$ cat src/rtl/pmod_maxsonar_ranger.sv
// pmod_maxsonar_ranger: multi-channel MaxSonar PW capture, converted to whole inches
// Ports:
//   aclk, aresetn       clock, async active-low reset
//   gpio_tri_i/o/t      Pmod top-row GPIO; ch n: PW in on bit 4n+3, RX out on bit 4n+0
//   trig_i              per-channel one-cycle range request (triggered mode only)
//   range_o             last range per channel, RANGE_W bits each, saturating
//   range_valid_o       one-cycle strobe on range_o update
//   timeout_o           sticky timeout flag, cleared by the next valid result
//   busy_o              channel FSM not in IDLE
module pmod_maxsonar_ranger #(
  parameter int NUM_CH          = 1,
  parameter int CYCLES_PER_INCH = 14700,
  parameter int RANGE_W         = 9,
  parameter int TRIG_MODE       = 0,
  parameter int TRIG_CYCLES     = 2500,
  parameter int TIMEOUT_CYCLES  = 10000000
) (
  input  logic                      aclk,
  input  logic                      aresetn,
  input  logic [4*NUM_CH-1:0]       gpio_tri_i,
  output logic [4*NUM_CH-1:0]       gpio_tri_o,
  output logic [4*NUM_CH-1:0]       gpio_tri_t,
  input  logic [NUM_CH-1:0]         trig_i,
  output logic [NUM_CH*RANGE_W-1:0] range_o,
  output logic [NUM_CH-1:0]         range_valid_o,
  output logic [NUM_CH-1:0]         timeout_o,
  output logic [NUM_CH-1:0]         busy_o
);
  localparam int PS_W = $clog2(CYCLES_PER_INCH);
  localparam int TO_W = $clog2(TIMEOUT_CYCLES + 2);
  localparam int TG_W = $clog2(TRIG_CYCLES + 1);
  typedef enum logic [2:0] {IDLE, TRIG, ARMED, HIGH, WAIT_LOW} state_t;
  // where a channel goes after a measurement or an abandoned wait
  localparam state_t DONE = (TRIG_MODE != 0) ? IDLE : ARMED;
  for (genvar n = 0; n < NUM_CH; n++) begin : g_ch
    state_t state, state_nxt;
    logic s1, s2, prev, out_en;
    logic rise, fall, wrap, to_hit, to_evt, capture, rx, busy;
    logic valid, tmo;
    logic [RANGE_W-1:0] rng, inch, inch_nxt;
    logic [PS_W-1:0] presc;
    logic [TO_W-1:0] to_cnt;
    logic [TG_W-1:0] tg_cnt;
    logic unused_in;
    assign unused_in = ^gpio_tri_i[4*n +: 3];
    // 2-FF synchroniser plus one register for edge detection; out_en releases the RX driver
    always_ff @(posedge aclk or negedge aresetn)
      if (!aresetn) {prev, s2, s1, out_en} <= '0;
      else {prev, s2, s1, out_en} <= {s2, s1, gpio_tri_i[4*n+3], 1'b1};
    assign rise     = s2 & ~prev;
    assign fall     = ~s2 & prev;
    assign wrap     = presc == PS_W'(CYCLES_PER_INCH - 1);
    assign inch_nxt = (wrap && inch != '1) ? inch + 1'b1 : inch;
    assign to_hit   = to_cnt > TO_W'(TIMEOUT_CYCLES);
    always_ff @(posedge aclk or negedge aresetn)
      if (!aresetn) state <= IDLE;
      else state <= state_nxt;
    // edges take priority over timeouts
    always_comb begin
      state_nxt = state;
      case (state)
        IDLE:     if (TRIG_MODE == 0) state_nxt = ARMED; else if (trig_i[n]) state_nxt = TRIG;
        TRIG:     if (tg_cnt == '0) state_nxt = ARMED;
        ARMED:    if (rise) state_nxt = HIGH; else if (to_hit) state_nxt = DONE;
        HIGH:     if (fall) state_nxt = DONE; else if (to_hit) state_nxt = WAIT_LOW;
        WAIT_LOW: if (fall) state_nxt = DONE;
        default:  state_nxt = IDLE;
      endcase
    end
    always_comb begin
      rx      = (TRIG_MODE != 0) ? (state == TRIG) : out_en;
      busy    = state != IDLE;
      capture = (state == HIGH) && fall;
      to_evt  = to_hit && ((state == ARMED && !rise) || (state == HIGH && !fall));
    end
    // timeout counter restarts on every state change and on each expiry
    always_ff @(posedge aclk or negedge aresetn)
      if (!aresetn) begin
        valid  <= 1'b0;
        tmo    <= 1'b0;
        rng    <= '0;
        inch   <= '0;
        presc  <= '0;
        to_cnt <= '0;
        tg_cnt <= '0;
      end else begin
        valid  <= capture;
        tmo    <= capture ? 1'b0 : (to_evt ? 1'b1 : tmo);
        rng    <= capture ? inch_nxt : rng;
        presc  <= (state == HIGH) ? (wrap ? '0 : presc + 1'b1) : '0;
        inch   <= (state == HIGH) ? inch_nxt : '0;
        to_cnt <= ((state == ARMED || state == HIGH) && state_nxt == state && !to_hit) ? to_cnt + 1'b1 : '0;
        tg_cnt <= (state == IDLE && state_nxt == TRIG) ? TG_W'(TRIG_CYCLES - 1) :
                  (tg_cnt != '0) ? tg_cnt - 1'b1 : tg_cnt;
      end
    assign gpio_tri_o[4*n +: 4]          = {3'b000, rx};
    assign gpio_tri_t[4*n +: 4]          = {3'b111, ~out_en};
    assign range_o[n*RANGE_W +: RANGE_W] = rng;
    assign range_valid_o[n]              = valid;
    assign timeout_o[n]                  = tmo;
    assign busy_o[n]                     = busy;
  end
endmodule
$ cat config.mk
export PLATFORM = sky130hd
export DESIGN_NAME = pmod_maxsonar_ranger
export DESIGN_NICKNAME = d
export VERILOG_FILES = /design/src/rtl/pmod_maxsonar_ranger.sv
export SDC_FILE = /design/constraint.sdc
export NUM_CORES = 1
export LEC_CHECK = 0
export ABC_AREA = 1
export CAP_MARGIN = 0
export CORE_MARGIN = 3
export CORE_UTILIZATION = 40
export CTS_BUF_LIST = sky130_fd_sc_hd__clkbuf_16
export CTS_CLUSTER_DIAMETER = 100
export CTS_CLUSTER_SIZE = 14
export DETAILED_ROUTE_END_ITERATION = 8
export PLACE_DENSITY = 0.61
export SLEW_MARGIN = 20
export SYNTH_ARGS = -nofsm -noshare
export SYNTH_HDL_FRONTEND = slang
export SYNTH_SLANG_ARGS = --single-unit
$ cat constraint.sdc
create_clock -name aclk -period 2.1 [get_ports aclk]
set_clock_uncertainty 0.05 [all_clocks]
set_input_delay 0.42 -clock aclk [delete_from_list [all_inputs] [get_ports aclk]]
set_output_delay 0.42 -clock aclk [all_outputs]
set_load 0.02 [all_outputs]
==> impl_metrics.sql <==
INSERT INTO impl_metrics (metric_group, metric, value, unit) VALUES
('synthesis', 'synth_top_cells_by_area', 'dfrtp_1, nand2_1, nor2_1', ''),
('critical_path', 'worstPathRequired', '2.26', 'ns'),
('global_route', 'grt_util_all_layers', '0.153', ''),
('synthesis', 'synthFlopType', 'dfrtp_1', ''),
('synthesis', 'ys_async_sr_fraction', '1.00', ''),
('final_layout', 'area_growth', '16.5', '%'),
('critical_path', 'timing.critical_path.slowest_stage_cell', 'dfrtp_1', ''),
('die', 'floorplan.die_area', '11500', 'sq um'),
('final_layout', 'fin_nets', '536', ''),
('die', 'die_height', '107', 'um'),
('synthesis', 'synthMostInstantiatedCell', 'nand2_1', ''),
('timing', 'setup_viol', '0', ''),
('pwr', 'power_frac_seq', '0.412', ''),
('die', 'fp.coreArea', '9860', 'sq um'),
('final_layout', 'antennaDiodeCount', '0', ''),
('critical_path', 'setup.worst_path.end', 'range_o[8]$_DFFE_PN0P_', ''),
('final_layout', 'layoutNonFillerInstCount', '661', ''),
('clock_tree', 'clock-root-buffer', 'clkbuf_16', ''),
('die', 'num_rows', '36', ''),
('synthesis', 'synth_seq_cells', '77', ''),
('die', 'floorplan.initialDensity', '0.414', ''),
('place', 'dpl.hpwl', '5640', 'um'),
('critical_path', 'critical_path.startpoint_type', 'register', ''),
('critical_path', 'rr_worst_depth', '10', ''),
('clock_tree', 'insertion_delay', '0.34', 'ns'),
('min_path', 'hold_removal_path_class', 'register to register', ''),
('place', 'numPlacedInstances', '642', ''),
('clock_tree', 'htreeDepth', '3', ''),
('timing', 'final_period_minus_worst_setup_slack', '1.93', 'ns'),
('critical_path', 'timing.reg2reg.setup_slack', '0.17', 'ns'),
('global_route', 'antenna_found_initial', '0', ''),
('timing', 'report.final.slew_viol_count', '0', ''),
('detailed_routing', 'route.detailed.drc', '0', ''),
('detailed_routing', 'detailed_routing_iteration_count_for_the_pre_antenna_repair_pass', '4', ''),
('clock_tree', 'cts_num_sinks', '77', ''),
('pwr', 'p_sw', '0.00115', 'W'),
('pwr', 'cellLeakagePower', '2.07', 'nW'),
('synthesis', 'synth.yosys.warnings', '0', ''),
('critical_path', 'worst_setup_path_end_kind', 'register', ''),
('clock_tree', 'max-clock-path-buffers', '2', ''),
('critical_path', 'endpoint_of_the_lowest_slack_register_to_register_path', 'range_o[8]$_DFFE_PN0P_', ''),
('critical_path', 'crit_type', 'register to register', ''),
('synthesis', 'synth_edf_count', '0', ''),
('critical_path', 'cp-startpoint', 'g_ch[0].inch[1]$_DFF_PN0_', ''),
('timing', 'finalHoldViolations', '0', ''),
('synthesis', 'synth.avg_cell_area', '8.28', 'sq um'),
('detailed_routing', 'antenna_violating_nets_post_route', '0', ''),
('synthesis', 'share_of_yosys_cell_area_claimed_by_the_top_area_cell_type', '0.472', ''),
('die', 'num_io_pins', '27', ''),
('job', 'cap_viol_max_count', '0', ''),
('pwr', 'power-per-cell-area', '813', 'nW/um^2'),
('detailed_routing', 'route.detailed.wl_per_inst', '11.7', 'um'),
('detailed_routing', 'drt_iter0_drc', '125', ''),
('die', 'chipWidth', '107', 'um'),
('final_layout', 'final_layout_size_suffix_gt1_frac', '0.146', ''),
('run_status', 'outcome', 'finished clean', ''),
('timing', 'min_period_over_period', '0.920', ''),
('global_route', 'globalRouteOverflowTotal', '0', ''),
('place', 'gp_congestion', '0.830', ''),
('global_route', 'via_count_of_the_first_global_routing_pass', '3098', ''),
('global_route', 'grt_first_pass_wirelength', '14000', 'um'),
('pwr', 'internal_power', '0.00272', 'W'),
('synthesis', 'synth_largest_area_cell', 'dfrtp_1', ''),
('synthesis', 'yosysUniqueCellTypes', '36', ''),
('critical_path', 'crit_arrival', '2.09', 'ns'),
('synthesis', 'synth.cell_area', '4080', 'sq um'),
('pwr', 'vdd_ir_drop_max', '0.000390', 'V'),
('global_route', 'maximum_number_of_pins_on_one_net_before_global_route_repair', '44', ''),
('clock_tree', 'tritoncts', 'yes', ''),
('clock_tree', 'cts_inserted_buffers', '9', ''),
('detailed_routing', 'routed-via-count', '3170', '');
sequential cells by signal, indices dropped and copies added (netlist names), 3 cells and up:
| name | count |
|---|---|
| g_ch.tg_cnt | 12 |
| g_ch.inch | 9 |
| range_o | 9 |
| g_ch.to_cnt | 24 |
| g_ch.state | 3 |
| g_ch.presc | 14 |
worst min-delay path by stage:
stage                         start                          end  slack [ns]  depth (start not counted)
6_report       g_ch[0].s1$_DFF_PN0_         g_ch[0].s2$_DFF_PN0_        0.30                          0
5_1_grt        g_ch[0].s1$_DFF_PN0_         g_ch[0].s2$_DFF_PN0_        0.32                          0
4_1_cts        g_ch[0].s1$_DFF_PN0_         g_ch[0].s2$_DFF_PN0_        0.30                          0
3_5_place_dp                aresetn  g_ch[0].to_cnt[8]$_DFF_PN0_        0.23                          1
3_3_place_gp                aresetn  g_ch[0].to_cnt[8]$_DFF_PN0_        0.23                          1
2_1_floorplan               aresetn    g_ch[0].inch[0]$_DFF_PN0_        0.07                          0
worst max-delay path: cells and delay by family (launching register included):
kind,cells,cell delay [ns]
flip-flops,1,0.38
AO/OA/AOI/OAI,2,0.22
adder cells (fa/ha/maj),2,0.39
AND/OR/NAND/NOR,6,0.77
final cells by class:
cell class	count	area, sq um
clock buffers	9	225
clock inverters	7	65.1
fillers	951	5100
inverters	60	225
multi-input cells	348	1870
flip-flops and latches	77	1930
well taps	133	166
repair buffers	27	283
metal layers:
| metal | part of all wire | up-vias | track usage |
|---|---|---|---|
| met5 | 0 | - | 0 |
| met4 | 0.022 | 0 | 0.0621 |
| li1 | - | 1618 | - |
| met2 | 0.46 | 60 | 0.247 |
| met1 | 0.48 | 1479 | 0.197 |
| met3 | 0.035 | 13 | 0.0361 |
logic make-up after synthesis:
logic type / synth area share
simple gates: 0.298
flops: 0.472
compound gates: 0.0601
other cells: 0.00184
fa+ha+maj: 0.0184
xor+xnor: 0.0686
buf+inv: 0.0812
through the flow:
| step | power, W | setup slack [ns] | utilization | instance area (sq um) | TNS [ns] |
|---|---|---|---|---|---|
| 5_1_grt | 0.00407 | -0.0199 | 0.482 | 4760 | -0.0392 |
| 3_3_place_gp | 0.00237 | 0.129 | 0.448 | 4420 | 0 |
| 6_report | 0.00387 | 0.168 | 0.482 | 4760 | 0 |
| 4_1_cts | 0.00392 | 0.0182 | 0.478 | 4720 | 0 |
| 3_5_place_dp | 0.00238 | 0.0686 | 0.448 | 4420 | 0 |
| 2_1_floorplan | 0.00216 | 0.301 | - | 4100 | 0 |
power groups by stage:
| stage | Sequential, W | Clock, W | Combinational, W |
|---|---|---|---|
| final | 0.00159 | 0.00152 | 0.000761 |
| after global routing | 0.00160 | 0.00162 | 0.000845 |
| after CTS | 0.00159 | 0.00156 | 0.000766 |
| after detailed placement | 0.00162 | 0 | 0.000762 |
| after global placement | 0.00162 | 0 | 0.000751 |
| after floorplan | 0.00161 | 0 | 0.000552 |
repair_timing:
| action | in CTS | in global routing |
|---|---|---|
| hold endpoints to repair | 11 | 0 |
| endpoints found under the setup margin | 1 | 31 |
| pin swaps | 0 | 2 |
| gates resized for setup | 1 | 10 |
| buffers inserted | 0 | 2 |
| hold buffers | 1 | 0 |
cells in the final DEF (no fill, tap or decap), types with 3 or more instances in the layout:
cell type	netlist	layout
nand2_1	90	90
dfrtp_1	77	77
nor2_1	65	64
inv_1	57	57
nor2_2	24	23
nand3_1	20	20
o21ai_0	24	20
nor3_1	21	20
xor2_1	20	20
clkdlybuf4s50_1	0	14
nand4_1	12	12
a21oi_1	12	12
xnor2_1	12	12
clkbuf_16	0	9
buf_4	7	8
nor2_4	5	7
o21ai_1	4	7
conb_1	2	7
nand2_2	6	6
ha_1	6	5
inv_2	3	3
nand3_2	3	3
or2_2	3	3
clkinv_2	0	3
buf_12	1	3
(Power assumes the default switching activity.)
